==> src/rtl/say_arbiter.sv <==
// say_arbiter: round-robin merge of NREQ one-entry request slots onto a single
// credited downstream say port, with a drain/quiesce handshake.
module say_arbiter #(
    parameter int NREQ    = 4,
    parameter int METH_W  = 6,
    parameter int V_W     = 4,
    parameter int CREDITS = 1
) (
    input  logic                   CLK,
    input  logic                   RST,
    input  logic [NREQ-1:0]        req__ENA,
    input  logic [NREQ*METH_W-1:0] req_meth,
    input  logic [NREQ*V_W-1:0]    req_v,
    output logic [NREQ-1:0]        req__RDY,
    output logic                   say__ENA,
    output logic [METH_W-1:0]      say_meth,
    output logic [V_W-1:0]         say_v,
    input  logic                   say__RDY,
    output logic                   rule_enable,
    input  logic                   rule_ready,
    output logic [2:0]             grant_id,
    input  logic                   drain_req,
    output logic                   drain_done,
    output logic [15:0]            issued
);

    localparam logic [1:0] ST_RUN     = 2'd0;
    localparam logic [1:0] ST_DRAIN   = 2'd1;
    localparam logic [1:0] ST_DRAINED = 2'd2;

    logic [NREQ-1:0]   full_r;
    logic [NREQ-1:0]   full_next_s;
    logic [METH_W-1:0] meth_r [NREQ];
    logic [V_W-1:0]    v_r [NREQ];
    logic [2:0]        in_flight_r;
    logic [2:0]        in_flight_next_s;
    logic [2:0]        last_grant_r;
    logic [1:0]        state_r;
    logic [1:0]        state_next_s;
    logic [15:0]       issued_r;

    logic [NREQ-1:0]   accept_s;
    logic [NREQ-1:0]   load_s;
    logic [3:0]        pick_s;
    logic [2:0]        grant_s;
    logic              any_full_s;
    logic              say_fire_s;
    logic              rule_fire_s;
    logic [METH_W-1:0] meth_sel_s;
    logic [V_W-1:0]    v_sel_s;

    // Returns {found, index} of the first full slot at or after last+1, wrapping.
    // Scanning the offsets from farthest to nearest lets the nearest hit win.
    function automatic logic [3:0] rr_pick(input logic [NREQ-1:0] full,
                                           input logic [2:0]      last);
        logic [3:0] pick;
        pick = 4'd0;
        for (int k = NREQ; k >= 1; k--) begin
            for (int j = 0; j < NREQ; j++) begin
                if (full[j] && (j == ((int'(last) + k) % NREQ))) begin
                    pick = {1'b1, 3'(j)};
                end else begin
                    pick = pick;
                end
            end
        end
        return pick;
    endfunction

    // Slot acceptance, arbitration and the issue/respond gates
    always_comb begin
        accept_s    = ~full_r & {NREQ{(state_r == ST_RUN) && !RST}};
        load_s      = req__ENA & accept_s;
        pick_s      = rr_pick(full_r, last_grant_r);
        any_full_s  = pick_s[3];
        grant_s     = pick_s[2:0];
        say_fire_s  = any_full_s && (in_flight_r < 3'(CREDITS)) && say__RDY
                      && (state_r != ST_DRAINED) && !RST;
        rule_fire_s = rule_ready && (in_flight_r != 3'd0) && !RST;
    end

    // Payload mux of the winning slot; all-zero when nothing is issued
    always_comb begin
        meth_sel_s = '0;
        v_sel_s    = '0;
        for (int i = 0; i < NREQ; i++) begin
            meth_sel_s = meth_sel_s
                       | ({METH_W{say_fire_s && (grant_s == 3'(i))}} & meth_r[i]);
            v_sel_s    = v_sel_s
                       | ({V_W{say_fire_s && (grant_s == 3'(i))}} & v_r[i]);
        end
    end

    // Next slot occupancy and credit count
    always_comb begin
        full_next_s = full_r;
        for (int i = 0; i < NREQ; i++) begin
            if (say_fire_s && (grant_s == 3'(i))) begin
                full_next_s[i] = 1'b0;
            end else if (load_s[i]) begin
                full_next_s[i] = 1'b1;
            end else begin
                full_next_s[i] = full_r[i];
            end
        end
        case ({say_fire_s, rule_fire_s})
            2'b10:   in_flight_next_s = in_flight_r + 3'd1;
            2'b01:   in_flight_next_s = in_flight_r - 3'd1;
            default: in_flight_next_s = in_flight_r;
        endcase
    end

    // Drain FSM; completion looks at the post-update occupancy and credits
    always_comb begin
        state_next_s = state_r;
        case (state_r)
            ST_RUN: begin
                if (drain_req) state_next_s = ST_DRAIN;
                else           state_next_s = ST_RUN;
            end
            ST_DRAIN: begin
                if (!drain_req)
                    state_next_s = ST_RUN;
                else if ((full_next_s == '0) && (in_flight_next_s == 3'd0))
                    state_next_s = ST_DRAINED;
                else
                    state_next_s = ST_DRAIN;
            end
            ST_DRAINED: begin
                if (!drain_req) state_next_s = ST_RUN;
                else            state_next_s = ST_DRAINED;
            end
            default: state_next_s = ST_RUN;
        endcase
    end

    // Control state registers with synchronous reset
    always_ff @(posedge CLK) begin
        if (RST) begin
            full_r       <= '0;
            in_flight_r  <= 3'd0;
            last_grant_r <= 3'(NREQ - 1);
            state_r      <= ST_RUN;
            issued_r     <= 16'd0;
        end else begin
            full_r      <= full_next_s;
            in_flight_r <= in_flight_next_s;
            state_r     <= state_next_s;
            if (say_fire_s) begin
                last_grant_r <= grant_s;
                issued_r     <= issued_r + 16'd1;
            end
        end
    end

    // Slot payload capture; contents are don't-care while the slot is empty
    always_ff @(posedge CLK) begin
        for (int i = 0; i < NREQ; i++) begin
            if (load_s[i]) begin
                meth_r[i] <= req_meth[i*METH_W +: METH_W];
                v_r[i]    <= req_v[i*V_W +: V_W];
            end
        end
    end

    assign req__RDY    = accept_s;
    assign say__ENA    = say_fire_s;
    assign say_meth    = meth_sel_s;
    assign say_v       = v_sel_s;
    assign grant_id    = say_fire_s ? grant_s : 3'd0;
    assign rule_enable = rule_fire_s;
    assign drain_done  = (state_r == ST_DRAINED) && !RST;
    assign issued      = issued_r;

endmodule
==> config.mk <==
export PLATFORM = sky130hd
export DESIGN_NAME = say_arbiter
export DESIGN_NICKNAME = d
export VERILOG_FILES = /design/src/rtl/say_arbiter.sv
export SDC_FILE = /design/constraint.sdc
export NUM_CORES = 1
export LEC_CHECK = 0
export ABC_AREA = 0
export BUFFER_PORTS_ARGS = -buffer_cell sky130_fd_sc_hd__buf_2
export CORE_ASPECT_RATIO = 0.8
export CORE_UTILIZATION = 46
export DETAILED_ROUTE_END_ITERATION = 12
export PLACE_DENSITY_LB_ADDON = 0.1
export SLEW_MARGIN = 20
export SYNTH_ARGS = -nofsm -noshare
export SYNTH_HDL_FRONTEND = slang
export SYNTH_SLANG_ARGS = --single-unit
==> constraint.sdc <==
create_clock -name CLK -period 2.9 [get_ports CLK]
set_input_delay 0.87 -clock CLK [delete_from_list [all_inputs] [get_ports CLK]]
set_output_delay 0.87 -clock CLK [all_outputs]
set_load 0.01 [all_outputs]
# Yosys cells after proc, flatten, opt, wreduce, memory -nomap -nowiden
# Memory sizes are Yosys's and may differ from the RTL's.
# Cells that the tools add are included.
# Widths: inputs -> output; s select.
# op_classes
add_sub_neg	7
n_lt_le_gt_ge	1
n_eq_ne	20
mux	39
bitwise	21
reduce_logical	43
# op_table
cell	count
$logic_not 32->1	4
$mux 4	16
$logic_and 1x1->1	29
$and 4x4->4	6
$and 6x6->6	4
$eq 3x3->1 const A	8
$or 6x6->6	3
$mux 1	17
$add 16x1->16 const B	1
$eq 2x3->1 const A	4
$or 4x4->4	3
$reduce_or 2->1	4
$eq 3x2->1 const B	2
$logic_not 3->1	2
$mux 2	3
$pmux 2 s3	1
$pmux 3 s2	1
$add 2x1->2 const B	2
$add 2x2->2 const B	2
$and 1x1->1 const A	4
$eq 2x1->1 const B	2
$eq 2x2->1 const B	2
$logic_not 4->1	1
$not 4->4	1
9 further kinds	9
# word_totals
regBits	27
ram_bits	40
inputBits	49
memories	2
# memory_table
name	depth	width	read_ports	rd_clocked_by_memory_dff	wr	line_no	source
meth_r	4	6	4	0	4	33	logic [METH_W-1:0] meth_r [NREQ];
v_r	4	4	4	0	4	34	logic [V_W-1:0] v_r [NREQ];

# Depth between registers and ports, before layout
# Gate-level depths: netlist (run 1).
# logic_depth
depth_word	32
ltp_mapped	12
mapped_depth_nobuf	12

# Least setup slack after synthesis (run 1)
# No wires, ideal clock.
# synth_timing
kind	input-to-output
from	input say__RDY
to	output say_meth[0]
arrival_time_ns	2.072
path_slack_ns	-0.042
cell_stages	6
n_path_buf	1
path_cell_list	nor4b_4 > nand4b_4 > a311oi_1 > clkbuf_1 > a22oi_1 > nand2_1
# synth_via
elab_chain_len	8
word_cells_on_any_way	14
classes_between	bitwise (7); reduce/logical (7)
# synth_rtl
element	line_no	source
start: declaration	18	input logic say__RDY,
$logic_and 1x1->1 (*)	77	say_fire_s = any_full_s && (in_flight_r < 3'(CREDITS)) && say__RDY
$logic_and 1x1->1 (*) (2 in a row)	78	&& (state_r != ST_DRAINED) && !RST;
$logic_and 1x1->1	88	| ({METH_W{say_fire_s && (grant_s == 3'(i))}} & meth_r[i]);
$and 6x6->6	88	
$or 6x6->6 (2 in a row)	88	
$or 6x6->6 (*)	88	
end: declaration	16	output logic [METH_W-1:0] say_meth,
# Every way passes the cells marked *; elsewhere a longest branch is shown, timed or not.

# Worst setup path after layout (run 1)
# layout_timing
from	input say__RDY
to	output say_v[2]
# layout_via
elab_chain_len	8
word_cells_on_any_way	14
classes_between	bitwise (7); reduce/logical (7)
# layout_rtl
element	line_no	source
$logic_and 1x1->1 (*)	77	
$logic_and 1x1->1 (*) (2 in a row)	78	
$logic_and 1x1->1	90	| ({V_W{say_fire_s && (grant_s == 3'(i))}} & v_r[i]);
$and 4x4->4	90	
$or 4x4->4 (2 in a row)	90	
$or 4x4->4 (*)	90	
end: declaration	17	output logic [V_W-1:0] say_v,
# Marks and branches as above.

==> results of run 1 <==
## registers in the layout (all words and copies together), names as in the netlist
name / flops
meth_r: 24
state_r: 2
issued: 16
last_grant_r: 2
full_r: 4
in_flight_r: 3
v_r: 16
## critical path, cell delays in order
cell      delay [ns]
buf_2           0.08
nor4b_4         0.25
nand4b_4        0.17
a311oi_1        0.22
buf_4           0.25
a22oi_1         0.10
nand2_1         0.08
buf_2           0.12
## cell usage after synthesis (3+ instances only)
| library cell | instances |
|---|---|
| edfxtp_1 | 40 |
| nor2_1 | 30 |
| dfxtp_1 | 27 |
| a22oi_1 | 21 |
| nand2_1 | 15 |
| nand3_1 | 10 |
| nand2b_1 | 9 |
| xor2_1 | 9 |
| nor3_1 | 8 |
| a21oi_1 | 6 |
| ha_1 | 6 |
| inv_1 | 5 |
| and2_1 | 4 |
| clkbuf_1 | 4 |
| nor2b_1 | 4 |
| xnor2_1 | 4 |
| buf_2 | 3 |
| nand4_1 | 3 |
| o21ai_0 | 3 |
| or3_1 | 3 |
## area by class of cell
| cell class | instances | area (um^2) |
|---|---|---|
| fillers | 508 | 2200 |
| inverters | 5 | 18.8 |
| clock inverters | 7 | 91.3 |
| clock buffers | 9 | 124 |
| repair buffers | 106 | 592 |
| flip-flops and latches | 67 | 1740 |
| well taps | 81 | 101 |
| multi-input cells | 169 | 1130 |
## routing by layer
layer	global-route usage, %	vias up
li1	-	1131
met1	33.0	1093
met2	28.5	95
met3	6.56	2
met4	5.82	0
met5	0	-
## path summary, 6_finish.rpt
path,startpoint,end,depth (start not counted)
min reg2reg,issued[12]$_SDFFE_PP0P_,issued[12]$_SDFFE_PP0P_,2
max reg2reg,full_r[2]$_SDFF_PP0_,state_r[1]$_SDFF_PP0_,11
min,issued[12]$_SDFFE_PP0P_,issued[12]$_SDFFE_PP0P_,2
max,say__RDY,say_v[2],8
## power by group
| part | leakage [nW] | switching (W) | total (W) | internal [W] |
|---|---|---|---|---|
| sequential | 0.590 | 0.0000273 | 0.00108 | 0.00105 |
| combinational | 0.901 | 0.000127 | 0.000239 | 0.000112 |
| clock | 0.101 | 0.000352 | 0.000833 | 0.000481 |
| total | 1.59 | 0.000507 | 0.00215 | 0.00164 |
## through the flow
step           std cells  worst slack [ns]  util [%]  setup TNS, ns
2_1_floorplan        250            0.0129         -              0
6_report             444            -0.127      63.4          -1.08
3_5_place_dp         427            -0.137      59.2          -1.22
5_1_grt              444            -0.217      63.4          -2.03
3_3_place_gp         427            -0.118      59.2          -1.02
4_1_cts              444            -0.113      63.3          -1.03
## cell families (layout without fill, tap and decap cells)
| group | after synthesis | after routing | share of synthesized area (%) |
|---|---|---|---|
| DFF | 67 | 67 | 59.8 |
| xor gates and xnor gates | 13 | 13 | 3.91 |
| muxes | 2 | 2 | 0.687 |
| other | 1 | 1 | 0.129 |
| AOI/OAI and AO/OA | 49 | 49 | 12.5 |
| adders and majority gates | 6 | 6 | 2.58 |
| buffers and inverters | 14 | 127 | 2.19 |
| and+or+nand+nor | 98 | 98 | 18.2 |
## repair_timing
| action | CTS | global route |
|---|---|---|
| gates resized for setup | 6 | 1 |
| endpoints found under the setup margin | 10 | 10 |
| setup buffers | 1 | 0 |
==> reports/qor.txt, run 1 <==
I/O Pins: 85
Max clock buf depth: 2
Root buffer cell: clkbuf_8
Ranking of synthesized cells by area: edfxtp_1 (41%), dfxtp_1 (19%), a22oi_1 (5.4%)
Max-slew headroom: 66.2%
Power Density: 565 mW/mm^2
Commonest non-fill, non-tap cell in the layout: buf_2
WL met2: 2.89 mm
Cts bufs inserted: 9
Tcrit/Tclk final: 104%
Total power: 0.00215 W
Flop-to-flop setup slack: 0.18 ns
WL met3: 538 um
Netlist Area Pre-Place: 0.00291 mm^2
Die Wd: 91.0 um
Cell Area, Placed: 0.00356 mm^2
Drt drc: 0
Yosys cell types: 47
Nets: 413
# clock sinks: 67
Maximum VDD drop: 0.000391 V
Top sig layer: met4
Post-synth EDFFs: 40
Fin. max-slew vios: 0
Ys async rst share: 0%
Seq/Total Area, Yosys: 59.8%
Ys flop type: edfxtp_1
Clock transition at path regs: 0.07 ns
LEAKAGE: 1.59 nW
Tmin final: 3.03 ns
Share of cells above drive strength 1: 37.5%
Kind of critical path: in -> out
Initial antenna violation count: 0
Max FO, Critical Path: 11
Synthesis Warnings: 0
Cells after Synth: 250
1st-pass router iterations: 4
GPL Wtd Cong: 0.821
Worst path required time: 2.03 ns
Failing checks: negative setup slack
Largest net degree at the start of global routing: 20
Most frequent cells in the layout: buf_2 (83), edfxtp_1 (40), nor2_1 (30)
Post-synthesis register bit count: 67
Path category of the worst min-delay check: reg -> reg
Wl on met1: 3.40 mm
Starting Density: 48.5%
RSZ-0062 raised after global routing: yes
Initial drt markers: 184
Finished Cell Area: 0.00380 mm^2
Clock Latency Late Sink: 0.33 ns
Synth Net Count: 305
Vias in the first global route: 2004
Port-buffer cells: 83
Wire per inst: 15.4 um
Hold_buf cts: 0
Crit start category: primary input
DPL Wire Length: 5.09 mm
Total Routing Usage GR: 21.4%
Min Hold Slack: 0.508 ns
Worst Path Arrival: 2.16 ns
Site Rows: 25
Setup crit end kind: output port
Antenna Cells: 0
Status: finished with violations
Vias: 2321
Clk_skew: 0.00515 ns
Drt via density: 5.23
Setup violators final: 10
TritonCTS clock tree: yes
First-pass GRT wire length: 10.5 mm
Max Cap Viol: 0
Fmax: 330 MHz
Core area: 0.00601 mm^2
Die ar.: 0.00666 mm^2
Final WL: 6.85 mm
GRT overflow: 0
Fin. Hold Viols: 0
Htree depth: 3
Antenna viol nets, final: 0
Setup WS post-layout: -0.127 ns
Post-synth top area cell: edfxtp_1
Mean Syn Cell Area: 11.7 um^2
Share of Yosys cell area claimed by the top area cell type: 41.2%
Actual slew at the worst max-slew pin: 0.503 ns
Die height: 73.2 um
Layout area overhead: 30.6%
Power figures use the tool's default switching activity.
==> inputs of run 2 (changes only) <==
Settings changed: ABC_AREA 0 to 1, CORE_UTILIZATION 46 to 47, MAX_ROUTING_LAYER set to met4.
==> run 2 against run 1 <==
  * Die area is 6.0% higher
  * Sequential power rose by 5%
  * Global-route usage grew 1.2 points
  * Synthesized cell count is 35% higher
  * The flow still finishes with violations (negative setup slack)
  * Clock power increased by 6.7%
==> reports/qor.txt, run 2 <==
Die height: 75.3 um (+2.9%)
LEAKAGE: 1.86 nW (+17%)
Fin. max-slew vios: 0 (unchanged)
Max FO, Critical Path: 6 (-5)
Core area: 0.00644 mm^2 (+7.3%)
Post-synth top area cell: edfxtp_1
Antenna Cells: 0 (unchanged)
Min Hold Slack: 0.498 ns (-0.0107 ns)
DPL Wire Length: 5.19 mm (+2.1%)
Top reg by flops: meth_r
Setup WS post-layout: -0.298 ns (-0.170 ns)
Final Util: 66.9% (+3.5 points)
Failing checks: negative setup slack
Ys flop type: edfxtp_1
RSZ-0062 raised after global routing: yes
Max Cap Viol: 0 (unchanged)
Ys async rst share: 0% (unchanged)
Clock Latency Late Sink: 0.35 ns (+0.02 ns)
Wire per inst: 14.1 um (-8.7%)
Die Wd: 93.7 um (+2.9%)
Status: finished with violations
Max clock buf depth: 2 (unchanged)
GRT overflow: 0 (unchanged)
Cell chain of the critical path: buf_6 -> nand3_2 -> nand2_2 -> inv_2 -> nand3_2 -> nor2_1 -> nand4_1 -> and2_4 -> nand2_8 -> nor2_4 -> nand2_4 -> inv_6 -> buf_12 -> nand2_4 -> nand4_1 -> buf_2
Tcrit/Tclk final: 110% (+5.9 points)
Final WL: 7.65 mm (+12%)
Yosys cell types: 44 (-6.4%)
Starting Density: 49.0% (+0.53 points)
Most frequent cells in the layout: buf_2 (82), nand2_1 (70), edfxtp_1 (40)
Setup violators final: 11 (+1)
First-pass GRT wire length: 11.3 mm (+8.1%)
Htree depth: 3 (unchanged)
Layout area overhead: 36.4%
Ranking of synthesized cells by area: edfxtp_1 (38%), dfxtp_1 (17%), nand2_1 (10%)
TritonCTS clock tree: yes
Synth Net Count: 392 (+29%)
Cells after Synth: 337 (+35%)
Mean Syn Cell Area: 9.37 um^2 (-20%)
Setup crit end kind: output port
Drt via density: 4.95 (-5.2%)
Vias: 2690 (+16%)
Root buffer cell: clkbuf_8
Seq/Total Area, Yosys: 55.1% (-4.6 points)
Initial drt markers: 189 (+2.7%)
Clock transition at path regs: 0.08 ns (about the same)
Largest register FFs: 24 (unchanged)
1st-pass router iterations: 4 (unchanged)
Post-synthesis register bit count: 67 (unchanged)
Site Rows: 26 (+4.0%)
Most frequent cells after synthesis: nand2_1 (84), edfxtp_1 (40), inv_1 (29), nor2_1 (29), dfxtp_1 (27)
Largest net degree at the start of global routing: 19 (-5.0%)
Hold_buf cts: 0 (unchanged)
Crit-path slowest cell: dfxtp_4
Post-Route Setup TNS: -2.73 ns (-1.65 ns)
Netlist Area Pre-Place: 0.00316 mm^2 (+8.4%)
Kind of critical path: reg -> out
Count leader, synth: nand2_1
Worst path required time: 2.03 ns (about the same)
Share of cells above drive strength 1: 41.0% (+3.5 points)
Clk_skew: 0.0112 ns (+0.00605 ns)
# clock sinks: 67 (unchanged)
Path category of the worst min-delay check: reg -> reg
Post-synth EDFFs: 40 (unchanged)
Total Routing Usage GR: 22.6% (+1.2 points)
Cts bufs inserted: 9 (unchanged)
Fmax: 313 MHz (-5.3%)
Commonest non-fill, non-tap cell in the layout: buf_2
Synthesis Warnings: 0 (unchanged)
Crit start category: flop
Vias in the first global route: 2306 (+15%)
Drt drc: 0 (unchanged)
GPL Wtd Cong: 0.912 (+11%)
Antenna viol nets, final: 0 (unchanged)
Crit path buffers/inverters: 5 (+2)
I/O Pins: 85 (unchanged)
Power Density: 647 mW/mm^2 (+14%)
Maximum VDD drop: 0.000390 V (-0.48%)
Crit path largest cell delay: 0.41 ns (+0.16 ns)
Share of Yosys cell area claimed by the top area cell type: 38.0% (-3.2 points)
Worst Path Arrival: 2.33 ns (+0.17 ns)
Initial antenna violation count: 0 (unchanged)
Nets: 509 (+23%)
Die ar.: 0.00706 mm^2 (+6.0%)
Port-buffer cells: 83 (unchanged)
Fin. Hold Viols: 0 (unchanged)
Crit-path leading delay family: simple AND/OR/NAND/NOR gates
Tmin final: 3.20 ns (+0.170 ns)
## run 2: cell count changes in the layout (fill, tap and decap cells not counted), moves of 10 or more
| cell | delta |
|---|---|
| nand2_1 | +55 |
| inv_1 | +22 |
| a22oi_1 | -16 |
| nand4_1 | +13 |
| nand2_2 | +11 |
| o21ai_0 | +10 |
## run 2: area by class of cell
type / instances / area (um^2)
clock buffer: 9 / 124
timing repair inverter: 1 / 6.26
sequential: 67 / 1750
fill: 531 / 2130
timing repair buffer: 112 / 712
tap: 84 / 105
inverter: 39 / 179
clock inverter: 7 / 106
multi-input combinational: 224 / 1320
## run 2: logic make-up after synthesis
family / share of synthesized area (%)
other: 0.119
buffers and inverters: 7.01
xor gates and xnor gates: 1.11
adders and majority gates: 2.38
DFF: 55.1
and+or+nand+nor: 27.8
AOI/OAI and AO/OA: 6.50
## run 2: layer usage
metal / part of all wire (%) / track usage, %
met5: 0 / -
met2: 46 / 33.4
met3: 6.8 / 7.49
met4: 0.99 / 3.25
met1: 47 / 31.1
## run 2: metrics by stage
step / setup slack (ns) / cells / instance area (um^2) / power [W]
after detailed placement: -0.196 / 518 / 3820 / 0.00176
after global routing: -0.458 / 543 / 4310 / 0.00292
after CTS: -0.268 / 542 / 4210 / 0.00273
after global placement: -0.157 / 518 / 3820 / 0.00174
after floorplan: 0.0457 / 337 / 3160 / 0.00155
final: -0.298 / 543 / 4310 / 0.00279
## run 2: path summary, 6_finish.rpt
path	from	end	slack [ns]	cells after the start
max	last_grant_r[1]$_SDFFE_PP1P_	say_meth[5]	-0.30	16
min	issued[11]$_SDFFE_PP0P_	issued[11]$_SDFFE_PP0P_	0.50	2
max reg2reg	last_grant_r[0]$_SDFFE_PP1P_	state_r[1]$_SDFF_PP0_	0.22	20
min reg2reg	issued[11]$_SDFFE_PP0P_	issued[11]$_SDFFE_PP0P_	0.50	2
## run 2: power by group
part | internal [W] | leakage (nW) | switching (W)
Clock | 0.000500 | 0.117 | 0.000389
Combinational | 0.000327 | 1.15 | 0.000435
Sequential | 0.00108 | 0.590 | 0.0000577
## run 2: worst reg2reg max path, cell delays in order (launching register included)
cell,delay [ns]
dfxtp_4,0.39
buf_12,0.14
inv_8,0.04
nand3_2,0.07
nand2_2,0.06
inv_2,0.05
nand3_2,0.06
nor2_1,0.09
nand4_1,0.13
and2_4,0.19
nand2_8,0.08
buf_6,0.11
inv_2,0.06
ha_1,0.24
a21oi_1,0.15
o21ai_0,0.09
o21ai_0,0.13
nand4_1,0.15
a21oi_2,0.19
nand3_2,0.09
a21oi_2,0.11
## run 2: timing repair
action | in CTS | in global routing
resized for setup | 24 | 25
pin swaps | 17 | 9
setup endpoints to repair | 13 | 15
setup buffers | 6 | 0
cloned | 2 | 1
